$ cat config.mk
export PLATFORM = sky130hd
export DESIGN_NAME = wb_core_prog_ctrl
export DESIGN_NICKNAME = d
export VERILOG_FILES = /design/src/rtl/wb_core_prog_ctrl.sv
export SDC_FILE = /design/constraint.sdc
export NUM_CORES = 1
export LEC_CHECK = 0
export ABC_AREA = 1
export ABC_CLOCK_PERIOD_IN_PS = 1820
export CAP_MARGIN = 20
export CORE_MARGIN = 5
export CORE_UTILIZATION = 30
export CTS_BUF_LIST = sky130_fd_sc_hd__clkbuf_4 sky130_fd_sc_hd__clkbuf_8 sky130_fd_sc_hd__clkbuf_16
export CTS_CLUSTER_SIZE = 24
export DETAILED_ROUTE_END_ITERATION = 10
export PLACE_DENSITY_LB_ADDON = 0.3
export RECOVER_POWER = 25
export SKIP_CTS_REPAIR_TIMING = 1
export SYNTH_ARGS = -nofsm -noshare
export SYNTH_HDL_FRONTEND = slang
export SYNTH_SLANG_ARGS = --single-unit
$ cat constraint.sdc
create_clock -name wb_clk_i -period 1.82 [get_ports wb_clk_i]
set_input_delay 0.455 -clock wb_clk_i [delete_from_list [all_inputs] [get_ports wb_clk_i]]
set_output_delay 0.455 -clock wb_clk_i [all_outputs]
set_load 0.01 [all_outputs]
$ cat src/rtl/wb_core_prog_ctrl.sv
// wb_core_prog_ctrl: Wishbone slave that loads multi-beat instructions into
// per-core instruction memories and drives per-core run/step/reset lines.
// It also returns core PCs and a sticky commit-timeout error flag.
module wb_core_prog_ctrl #(
    parameter int CORES       = 4,
    parameter int LOG_CORES   = 2,
    parameter int INSTR_WIDTH = 48,
    parameter int INSTR_DEPTH = 16,
    parameter int LOG_DEPTH   = 4,
    parameter int PC_WIDTH    = 6,
    parameter int WB_WIDTH    = 32,
    parameter int TIMEOUT     = 15
) (
    input  logic                      wb_clk_i,
    input  logic                      wb_rst_n,
    input  logic                      wbs_stb_i,
    input  logic                      wbs_cyc_i,
    input  logic                      wbs_we_i,
    input  logic [WB_WIDTH/8-1:0]     wbs_sel_i,
    input  logic [31:0]               wbs_adr_i,
    input  logic [WB_WIDTH-1:0]       wbs_dat_i,
    output logic                      wbs_ack_o,
    output logic [WB_WIDTH-1:0]       wbs_dat_o,
    output logic                      prog_valid_o,
    input  logic                      prog_ready_i,
    output logic [LOG_CORES-1:0]      prog_core_o,
    output logic [LOG_DEPTH-1:0]      prog_addr_o,
    output logic [INSTR_WIDTH-1:0]    prog_data_o,
    output logic [CORES-1:0]          core_run_o,
    output logic [CORES-1:0]          core_step_o,
    output logic [CORES-1:0]          core_rst_o,
    input  logic [CORES*PC_WIDTH-1:0] core_pc_i
);

    // Upper instruction bits carried by the second beat.
    localparam int HI_W = INSTR_WIDTH - WB_WIDTH;
    // Counter wide enough to hold TIMEOUT.
    localparam int TCW  = $clog2(TIMEOUT + 1);
    // Zero padding between the error bit and the PC in a status word.
    localparam int PAD_W = WB_WIDTH - 1 - PC_WIDTH;

    typedef enum logic [1:0] {
        ST_IDLE   = 2'd0,
        ST_ACK    = 2'd1,
        ST_COMMIT = 2'd2
    } state_t;

    state_t                   state_q, state_d;
    logic                     ack_q, ack_d;
    logic [WB_WIDTH-1:0]      dat_q, dat_d;
    logic                     valid_q, valid_d;
    logic [LOG_CORES-1:0]     pcore_q, pcore_d;
    logic [LOG_DEPTH-1:0]     paddr_q, paddr_d;
    logic [INSTR_WIDTH-1:0]   pdata_q, pdata_d;
    logic [WB_WIDTH-1:0]      stage_q, stage_d;
    logic [CORES-1:0]         run_q, run_d;
    logic [CORES-1:0]         step_q, step_d;
    logic [CORES-1:0]         rst_q, rst_d;
    logic                     err_q, err_d;
    logic [TCW-1:0]           tmo_cnt_q, tmo_cnt_d;

    // Address fields, taken straight from the byte address (word address = adr[15:2]).
    logic [1:0]               region;
    logic                     beat;
    logic [LOG_DEPTH-1:0]     instr_idx;
    logic [LOG_CORES-1:0]     instr_core;
    logic [LOG_CORES-1:0]     reg_idx;
    logic                     idx_ok;
    logic                     req;

    assign region     = wbs_adr_i[15:14];
    assign beat       = wbs_adr_i[2];
    assign instr_idx  = wbs_adr_i[LOG_DEPTH+2:3];
    assign instr_core = wbs_adr_i[LOG_CORES+LOG_DEPTH+2:LOG_DEPTH+3];
    assign reg_idx    = wbs_adr_i[LOG_CORES+1:2];
    assign idx_ok     = (int'(reg_idx) < CORES);
    assign req        = wbs_cyc_i & wbs_stb_i;

    // Byte lanes above lane 0 and the high address bits carry no meaning here.
    logic unused_bits;
    assign unused_bits = ^{wbs_adr_i, wbs_sel_i};

    // Per-core PC slices unpacked for indexed status reads.
    logic [PC_WIDTH-1:0] core_pc [CORES];
    for (genvar gi = 0; gi < CORES; gi++) begin : g_pc
        assign core_pc[gi] = core_pc_i[gi*PC_WIDTH +: PC_WIDTH];
    end

    // Next-state logic: request decode, register updates and commit handshake.
    always_comb begin
        state_d   = state_q;
        ack_d     = 1'b0;
        dat_d     = '0;
        valid_d   = valid_q;
        pcore_d   = pcore_q;
        paddr_d   = paddr_q;
        pdata_d   = pdata_q;
        stage_d   = stage_q;
        run_d     = run_q;
        step_d    = '0;
        rst_d     = rst_q;
        err_d     = err_q;
        tmo_cnt_d = tmo_cnt_q;

        case (state_q)
            ST_IDLE: begin
                if (req) begin
                    state_d = ST_ACK;
                    ack_d   = 1'b1;
                    case (region)
                        2'b00: begin
                            if (wbs_we_i) begin
                                if (!beat) begin
                                    stage_d = wbs_dat_i;
                                end else begin
                                    // Second beat: hold the request until the core takes it.
                                    state_d   = ST_COMMIT;
                                    ack_d     = 1'b0;
                                    valid_d   = 1'b1;
                                    pcore_d   = instr_core;
                                    paddr_d   = instr_idx;
                                    pdata_d   = {wbs_dat_i[HI_W-1:0], stage_q};
                                    tmo_cnt_d = '0;
                                end
                            end
                        end
                        2'b01: begin
                            if (idx_ok) begin
                                if (wbs_we_i) begin
                                    if (wbs_sel_i[0]) begin
                                        run_d[reg_idx]  = wbs_dat_i[0];
                                        rst_d[reg_idx]  = wbs_dat_i[2];
                                        // Step is gated by the run value this write leaves behind.
                                        step_d[reg_idx] = wbs_dat_i[1] & ~wbs_dat_i[0];
                                    end
                                end else begin
                                    dat_d[0] = run_q[reg_idx];
                                    dat_d[2] = rst_q[reg_idx];
                                end
                            end
                        end
                        2'b10: begin
                            if (wbs_we_i) begin
                                if (wbs_dat_i[WB_WIDTH-1]) begin
                                    err_d = 1'b0;
                                end
                            end else begin
                                dat_d = {err_q, {PAD_W{1'b0}},
                                         idx_ok ? core_pc[reg_idx] : {PC_WIDTH{1'b0}}};
                            end
                        end
                        default: begin
                        end
                    endcase
                end
            end
            ST_ACK: begin
                state_d = ST_IDLE;
            end
            ST_COMMIT: begin
                if (prog_ready_i) begin
                    valid_d = 1'b0;
                    state_d = ST_ACK;
                    ack_d   = 1'b1;
                end else if (tmo_cnt_q == TCW'(TIMEOUT - 1)) begin
                    // Core never answered: give up, flag it and release the bus.
                    valid_d = 1'b0;
                    err_d   = 1'b1;
                    state_d = ST_ACK;
                    ack_d   = 1'b1;
                end else begin
                    tmo_cnt_d = tmo_cnt_q + TCW'(1);
                end
            end
            default: begin
                state_d = ST_IDLE;
            end
        endcase
    end

    // State register with synchronous active-low reset; cores are held in reset.
    always_ff @(posedge wb_clk_i) begin
        if (!wb_rst_n) begin
            state_q   <= ST_IDLE;
            ack_q     <= 1'b0;
            dat_q     <= '0;
            valid_q   <= 1'b0;
            pcore_q   <= '0;
            paddr_q   <= '0;
            pdata_q   <= '0;
            stage_q   <= '0;
            run_q     <= '0;
            step_q    <= '0;
            rst_q     <= '1;
            err_q     <= 1'b0;
            tmo_cnt_q <= '0;
        end else begin
            state_q   <= state_d;
            ack_q     <= ack_d;
            dat_q     <= dat_d;
            valid_q   <= valid_d;
            pcore_q   <= pcore_d;
            paddr_q   <= paddr_d;
            pdata_q   <= pdata_d;
            stage_q   <= stage_d;
            run_q     <= run_d;
            step_q    <= step_d;
            rst_q     <= rst_d;
            err_q     <= err_d;
            tmo_cnt_q <= tmo_cnt_d;
        end
    end

    assign wbs_ack_o    = ack_q;
    assign wbs_dat_o    = dat_q;
    assign prog_valid_o = valid_q;
    assign prog_core_o  = pcore_q;
    assign prog_addr_o  = paddr_q;
    assign prog_data_o  = pdata_q;
    assign core_run_o   = run_q;
    assign core_step_o  = step_q;
    assign core_rst_o   = rst_q;

endmodule

# After elaboration in Yosys (flattened, before gate mapping)
# Cells that the tools add are included.
# classes
order_cmp	3
reduce_logical	15
n_eq_ne	14
add_sub_neg	1
bitwise_logic	10
n_mux	51
# ops
operator	count
2-to-1 mux 4 bit	6
2-to-1 mux 1 bit	23
AND reduction 5 bit	3
inequality test 2 bit, second input constant	7
AND reduction 7 bit	2
binary-select mux 6 bit (select 2 bit)	1
2-to-1 mux 2 bit	6
2-to-1 mux 6 bit	2
AND reduction 6 bit	2
case mux 1 bit (2 select lines)	5
bitwise mux 4 bit	2
case mux 4 bit (2 select lines)	1
inverter 1 bit	6
OR reduction 5 bit	1
adder 4 x 1 -> 4 bit, second input constant	1
bitwise AND 4 bit	1
binary-select mux 1 bit (select 2 bit)	2
== test 2 bit, second input constant	2
== test 4 bit, second input constant	1
zero test 2 bit	2
inequality test 2 x 1 -> 1 bit, second input constant	2
case mux 2 bit (2 select lines)	1
AND reduction 4 bit	1
greater-or-equal comparator 3 bit, second input constant	1
other kinds (12)	13
# word_totals
inputBits	98
register_bits	139
output_inout_bits	100

# Logic depth before layout (Yosys ltp)
# Gate-level depths: netlist of run 1.
# depth
depth_word	6
ltp_mapped	9
depth_no_buf	9

# Worst setup path before layout of run 1
# OpenSTA, ideal clock, no wires.
# synth_path
kind	in2reg
start	in wbs_adr_i[14]
end	reg paddr_q[0], in the netlist prog_addr_o[0]
t_required_ns	1.704
slack_ns	0.382
path_stages	9
path_buffers	2
arrival_time_ns	1.323
path_cell_list	inv_1 -> ha_1 -> nand3_2 -> inv_2 -> nand2_2 -> buf_6 -> buf_6 -> nor2_1 -> nor2_1
# synth_between
elab_chain_len	2
# synth_lines
element	line_no	rtl
from (decl)	20	input logic [31:0] wbs_adr_i,
zero test 2 bit	110	case (region)
AND reduction 5 bit (no source line)	--	
to (signal assigned)	203	paddr_q <= paddr_d;
to (decl)	53	logic [LOG_DEPTH-1:0] paddr_q, paddr_d;
# Every way passes these cells.
# A chain may end at the register's enable or synchronous reset.

# Worst setup path after layout of run 1
# layout_path
start	reg paddr_q[0], in the netlist prog_addr_o[0]
end	out prog_addr_o[0]
# layout_rtl
element	line_no	rtl
to (decl)	27	output logic [LOG_DEPTH-1:0] prog_addr_o,
# No word-level cell between the ends.

==> flow_summary.ini, run 1 <==
[route]
first_iter_violations = 189
top_layer = met4
dr.pass1.iters = 4
final_antenna_net_count = 0
met2_length_um = 5810
wirelength_um = 12900
drt-wirelength-per-cell_um = 12.7
wl_met1_um = 5840
via_count = 4328
vias_per_cell = 4.27
wl_met3_um = 967
post-route-drc-count = 0

[floorplanning]
core_area_um2 = 15300
dieArea_um2 = 18200
io-pin-count = 198
dieWidth_um = 135
fp.dieH_um = 135
initial_core_util = 0.306
row_count = 45

[sta]
skew_ps = 11.0
slew_viol_final = 0
fin_ws_ps = 48.5
rsz0062_at_grt = no
fmax_mhz = 565
hold_viol_final = 0
finalCritPeriodShare = 0.973
period_minus_slack_ps = 1770
setup_violations = 0

[place]
dp_slack_ps = -467
gp_congestion = 0.778
portBuffers = 146
dp_hpwl_um = 9330

[global_routing]
grt_pass1_vias = 4070
grt_antenna_before_repair = 0
grt_overflow = 0
grt.total_usage = 0.144
grt_first_pass_wirelength_um = 20600
grt_max_degree = 38

[outcome]
run_status = complete, no violations

[clock_tree]
cts.clk_slew.worst_paths_ps = 60
clock_sinks = 114
insertion_delay_ps = 410
cts_buffer_depth = 2
cts_htree_levels = 4
cts_tree = done
cts-root-buf = clkbuf_16
cts_buffers = 17

[setup_path]
cpLargestDelayFamily = buffers and inverters
cp_slowest_cell = clkdlybuf4s50_1
r2r_slack_ps = 390
cp_data_required_time_ps = 1360
reg2reg_to = tmo_cnt_q[1]$_SDFFE_PN0P_
startpoint = prog_addr_o[0]$_SDFFE_PN0P_
cp-end-kind = output port
reg2reg_depth = 8
cp_slowest_stage_delay_ps = 580
cp-start-kind = flip-flop
crit_arrival_ps = 1320
rr_startpoint = tmo_cnt_q[0]$_SDFFE_PN0P_
crit_type = flip-flop to output port
worst-path-buf-inv = 1
cp_max_fo = 2
crit_path_cell_trace = clkdlybuf4s50_1

[yosys]
yosys.cell_types.count = 29
synth_flop_cell = dfxtp_1
async_flop_share = 0
ys_seq_area_frac = 0.489
synth_edf_count = 0
yosysWarningCount = 0
avgSynthCellArea_um2 = 7.43
synth-seq-cells = 114
syn_inst = 628
synth.cell_area_um2 = 4670

[power]
peakVddDrop_uv = 606
seq_power_share = 0.387
finalPower_mw = 6.57
p_switching_mw = 1.36
p_per_area_nw_per_um2 = 937
p_int_mw = 5.21
p_clk_frac = 0.542
combinationalPowerShare = 0.071
p_leak_nw = 3.03
swShare = 0.207

[layout]
final_cell_mix = 196 x nor2_1, 134 x clkdlybuf4s50_1, 114 x dfxtp_1
syn2layout_area_growth_pct = 50.2
final_net_count = 894
layout_commonest_cell = nor2_1
drive_above_1_share = 0.0946
n_antenna_cell = 0

[hold_path]
min_to = tmo_cnt_q[1]$_SDFFE_PN0P_
hp-class = primary input to flip-flop
hold_path.startpoint = wb_rst_n
whs_path_depth = 3

[flow_run]
cap_violations = 0
==> flip-flops by register name, indices dropped and copies added, names as in the netlist <==
register and flops:
state_q 2, core_run_o 4, core_step_o 4, err_q 1, core_rst_o 4, prog_valid_o 1
wbs_ack_o 1, prog_data_o 48, stage_q 32, tmo_cnt_q 4, prog_addr_o 4, wbs_dat_o 7
prog_core_o 2
==> metrics by stage <==
step,hold slack (ps),instance area [um^2],std cells,setup TNS [ps],utilization
detailed placement,439,6410,983,-23510,0.420
finish,419,7010,1014,0,0.460
floorplan,409,4760,652,0,-
global route,430,7010,1014,0,0.460
CTS,409,7050,1014,-207,0.462
global placement,424,6410,983,-19650,0.420
==> cells in the mapped netlist (2+ instances only) <==
master / instances / area [um^2]
nor2_1: 197 / 739
dfxtp_1: 114 / 2280
nand2_1: 93 / 349
o21ai_0: 82 / 410
buf_4: 28 / 210
nand3_1: 17 / 85.1
buf_2: 13 / 65.1
inv_1: 13 / 48.8
clkbuf_1: 12 / 45.0
nand4_1: 10 / 62.6
a21oi_1: 9 / 45.0
buf_6: 6 / 67.6
ha_1: 5 / 62.6
o21ai_1: 5 / 25.0
a31oi_1: 4 / 25.0
inv_2: 4 / 15.0
nor3_1: 3 / 15.0
nand2_2: 2 / 12.5
==> power groups by stage <==
stage          Clock [mW]  Sequential, mW  Combinational, mW
6_report             3.56            2.54              0.466
4_1_cts              3.64            2.54              0.475
2_1_floorplan           0            2.60              0.232
3_5_place_dp            0            2.59              0.472
3_3_place_gp            0            2.59              0.473
5_1_grt              3.76            2.54              0.517
==> routing by layer <==
layer,up-vias,global-route usage
met4,0,0.0566
met2,116,0.221
met3,20,0.0563
li1,2286,-
met1,1906,0.181
met5,-,0
==> worst max path at each step <==
stage,endpoint,cells past startpoint
floorplan,prog_addr_o[0]$_SDFFE_PN0P_,9
global placement,core_run_o[1]$_SDFFE_PN0P_,8
detailed placement,core_run_o[1]$_SDFFE_PN0P_,8
CTS,core_run_o[1]$_SDFFE_PN0P_,8
global route,prog_addr_o[0],1
finish,prog_addr_o[0],1
==> final cells by class <==
| cell class | count | area (um^2) |
|---|---|---|
| clock buffer | 22 | 488 |
| clock inverter | 9 | 153 |
| fill | 1569 | 8250 |
| inverter | 18 | 67.6 |
| multi-input combinational | 460 | 2010 |
| sequential | 114 | 2280 |
| tap | 211 | 264 |
| timing repair buffer | 180 | 1750 |
==> logic make-up (layout without fill, tap and decap cells) <==
logic type / Yosys count / in the layout / share of synthesized area
other: 1 / 25 / 0.000803
adder cells (fa/ha/maj): 5 / 5 / 0.0134
AND/OR/NAND/NOR: 328 / 328 / 0.286
flip-flops: 114 / 114 / 0.489
XOR/XNOR: 1 / 1 / 0.00188
buffers and inverters: 78 / 229 / 0.0992
AO/OA/AOI/OAI: 101 / 101 / 0.110
(Power assumes the default switching activity.)
==> run 2, diff against run 1 <==
- CELL_PAD_IN_SITES_DETAIL_PLACEMENT: default -> 0
- CELL_PAD_IN_SITES_GLOBAL_PLACEMENT: default -> 1
- CORE_UTILIZATION: 30 -> 29
==> flow_summary.ini, run 2 (synthesis results as in run 1) <==
[global_routing]
grt.total_usage = 0.145
grt_pass1_vias = 4321
grt_first_pass_wirelength_um = 21400
grt_max_degree = 49
grt_overflow = 0
grt_antenna_before_repair = 0

[layout]
drive_above_1_share = 0.0890
fin_area_um2 = 6890
final_cells = 1014
final_net_count = 889
syn2layout_area_growth_pct = 47.5
final_util = 0.435
largest_reg_flops = 48
n_antenna_cell = 0
final_cell_mix = 196 x nor2_1, 132 x clkdlybuf4s50_1, 114 x dfxtp_1
layout_commonest_cell = nor2_1

[clock_tree]
cts_buffer_depth = 2
cts_tree = done
cts-root-buf = clkbuf_16
insertion_delay_ps = 410
cts.clk_slew.worst_paths_ps = 50
cts_buffers = 17
cts_htree_levels = 4
clock_sinks = 114

[route]
via_count = 4382
drt-wirelength-per-cell_um = 13.2
post-route-drc-count = 0
first_iter_violations = 183
wirelength_um = 13400
final_antenna_net_count = 0
dr.pass1.iters = 4
vias_per_cell = 4.32

[floorplanning]
io-pin-count = 198
initial_core_util = 0.295
dieArea_um2 = 18700
fp.dieH_um = 137
row_count = 46
dieWidth_um = 137
core_area_um2 = 15800

[sta]
slew_viol_final = 0
setup_violations = 0
hold_viol_final = 0
whs_ps = 442
skew_ps = 8.85
setup_tns_ps = 0
period_minus_slack_ps = 1750
finalCritPeriodShare = 0.964
fin_ws_ps = 65.3
fmax_mhz = 570
rsz0062_at_grt = no

[setup_path]
crit_arrival_ps = 1300
crit_type = flip-flop to output port
worst-path-buf-inv = 1
cp_data_required_time_ps = 1360
cp_max_fo = 2
crit_path_cell_trace = clkdlybuf4s50_1
cp-end-kind = output port
cp_slowest_stage_delay_ps = 570
cp_slowest_cell = clkdlybuf4s50_1
cp-start-kind = flip-flop
cpLargestDelayFamily = buffers and inverters

[hold_path]
hp-class = flip-flop to flip-flop

[power]
p_per_area_nw_per_um2 = 889
peakVddDrop_uv = 652
p_leak_nw = 2.96
finalPower_mw = 6.12

[flow_run]
cap_violations = 0

[place]
gp_congestion = 0.800
dp_slack_ps = -551
dp_hpwl_um = 9690
placed_area_um2 = 6390
dp_cells = 983
portBuffers = 146

[outcome]
run_status = complete, no violations
[run 2: final timing paths]
check                                            startpoint  slack, ps  cells after the start                         to
worst max-delay path            prog_data_o[7]$_SDFFE_PN0P_         70                      1             prog_data_o[7]
worst min-delay path                     err_q$_SDFFE_PN0P_        440                      2   wbs_dat_o[31]$_SDFF_PP0_
worst max register to register    tmo_cnt_q[0]$_SDFFE_PN0P_        410                      8  tmo_cnt_q[1]$_SDFFE_PN0P_
worst min register to register           err_q$_SDFFE_PN0P_        440                      2   wbs_dat_o[31]$_SDFF_PP0_
[run 2: power breakdown]
part           switching, mW  total (mW)  leakage (nW)  internal [mW]
clock                   1.12        3.11         0.267           1.99
sequential            0.0147        2.54         0.920           2.53
combinational          0.225       0.467          1.77          0.241
[run 2: final cells by class]
type,instances,area (um^2)
clock inverters,9,82.6
clock buffers,22,482
flip-flops and latches,114,2280
fillers,1606,8940
repair buffers,175,1690
inverters,18,67.6
multi-input cells,460,2010
well taps,216,270
[run 2: layer usage]
metal,up-vias,global-route usage,wire length (um)
met5,-,0,0
met2,136,0.222,5970
met4,0,0.0626,244
met3,18,0.0511,1010
li1,2279,-,-
met1,1949,0.184,6150
==> run 3, diff against run 2 <==
==> constraint.sdc (replaced) <==
create_clock -name wb_clk_i -period 1.82 [get_ports wb_clk_i]
set_input_delay 0.364 -clock wb_clk_i [delete_from_list [all_inputs] [get_ports wb_clk_i]]
set_output_delay 0.364 -clock wb_clk_i [all_outputs]
set_load 0.01 [all_outputs]
==> flow_summary.ini, run 3 (synthesis results as in run 1) <==
[outcome]
run_status = complete, no violations

[layout]
seq_area_um2 = 2280
final_util = 0.440
largest_reg_flops = 48
n_antenna_cell = 0
syn2layout_area_growth_pct = 49.0
nFillCells = 1617
layout_commonest_cell = nor2_1
final_cells = 1010
drive_above_1_share = 0.0856
final_cell_mix = 196 x nor2_1, 144 x clkdlybuf4s50_1, 114 x dfxtp_1
final_net_count = 885
multi_input_area_um2 = 2010

[hold_path]
hp-class = primary input to flip-flop
whs_path_depth = 3

[global_routing]
grt_first_pass_wirelength_um = 21300
grt_max_degree = 66
grt.total_usage = 0.144
grt_pass1_vias = 4280
grt_overflow = 0
grt_antenna_before_repair = 0

[place]
dp_hpwl_um = 9770
portBuffers = 146
gp_congestion = 0.796
dp_cells = 979

[route]
drt-wirelength-per-cell_um = 13.2
final_antenna_net_count = 0
wirelength_um = 13400
post-route-drc-count = 0
vias_per_cell = 4.33
dr.pass1.iters = 4
via_count = 4369
first_iter_violations = 189

[power]
seq_power_share = 0.405
peakVddDrop_uv = 659
swShare = 0.216
p_per_area_nw_per_um2 = 903
p_leak_nw = 2.98
combinationalPowerShare = 0.074
p_int_mw = 4.92
p_clk_frac = 0.522
finalPower_mw = 6.28
p_switching_mw = 1.36

[setup_path]
r2r_slack_ps = 390
crit_type = flip-flop to output port
cp_max_fo = 3
cp-end-kind = output port
cp_slowest_cell = clkdlybuf4s50_1
crit_arrival_ps = 1370
worst-path-buf-inv = 1
cp_data_required_time_ps = 1460
cp_num_cells = 1
cp-start-kind = flip-flop
cpLargestDelayFamily = buffers and inverters
crit_path_cell_trace = clkdlybuf4s50_1
reg2reg_depth = 8
cp_slowest_stage_delay_ps = 590

[floorplanning]
initial_core_util = 0.295
dieWidth_um = 137
row_count = 46
dieArea_um2 = 18700
io-pin-count = 198
core_area_um2 = 15800
fp.dieH_um = 137

[clock_tree]
cts_buffer_depth = 2
cts_htree_levels = 4
cts_buffers = 17
cts_tree = done
insertion_delay_ps = 400
clock_sinks = 114
cts-root-buf = clkbuf_16
cts.clk_slew.worst_paths_ps = 60

[sta]
skew_ps = 7.71
setup_violations = 0
period_minus_slack_ps = 1730
slew_viol_final = 0
setup_tns_ps = 0
fmax_mhz = 578
hold_viol_final = 0
finalCritPeriodShare = 0.950
rsz0062_at_grt = no

[flow_run]
cap_violations = 0
-- run 3: final timing paths --
path                                                 start                        end
worst max-delay path            core_rst_o[2]$_SDFFE_PN1P_              core_rst_o[2]
worst min register to register          err_q$_SDFFE_PN0P_   wbs_dat_o[31]$_SDFF_PP0_
worst max register to register   tmo_cnt_q[0]$_SDFFE_PN0P_  tmo_cnt_q[1]$_SDFFE_PN0P_
worst min-delay path                              wb_rst_n    wbs_dat_o[2]$_SDFF_PN0_
-- run 3: power by group through the flow --
stage,Sequential (mW),Clock [mW],Combinational [mW]
2_1_floorplan,2.60,0,0.232
3_3_place_gp,2.59,0,0.465
3_5_place_dp,2.59,0,0.467
4_1_cts,2.54,3.35,0.469
5_1_grt,2.54,3.48,0.513
6_report,2.54,3.28,0.462
-- run 3: area by class of cell --
cell class / count / area share
Tap cell: 216 / 0.0388
Sequential cell: 114 / 0.328
Clock inverter: 9 / 0.0151
Timing Repair Buffer: 171 / 0.249
Clock buffer: 22 / 0.0701
Multi-Input combinational cell: 460 / 0.289
Inverter: 18 / 0.00971
-- run 3: metrics by stage --
stage / area (um^2) / hold slack (ps) / setup WS, ps
2_1_floorplan: 4760 / 409 / 473
3_3_place_gp: 6380 / 430 / -322
3_5_place_dp: 6380 / 427 / -400
4_1_cts: 6970 / 337 / 29.2
5_1_grt: 6960 / 390 / 27.6
6_report: 6960 / 358 / 90.6
-- run 3: metal layers --
| metal | up-vias | share of wire | global-route usage |
|---|---|---|---|
| li1 | 2272 | - | - |
| met1 | 1948 | 0.45 | 0.179 |
| met2 | 135 | 0.45 | 0.228 |
| met3 | 14 | 0.092 | 0.0643 |
| met4 | 0 | 0.011 | 0.0421 |
| met5 | - | 0 | 0 |
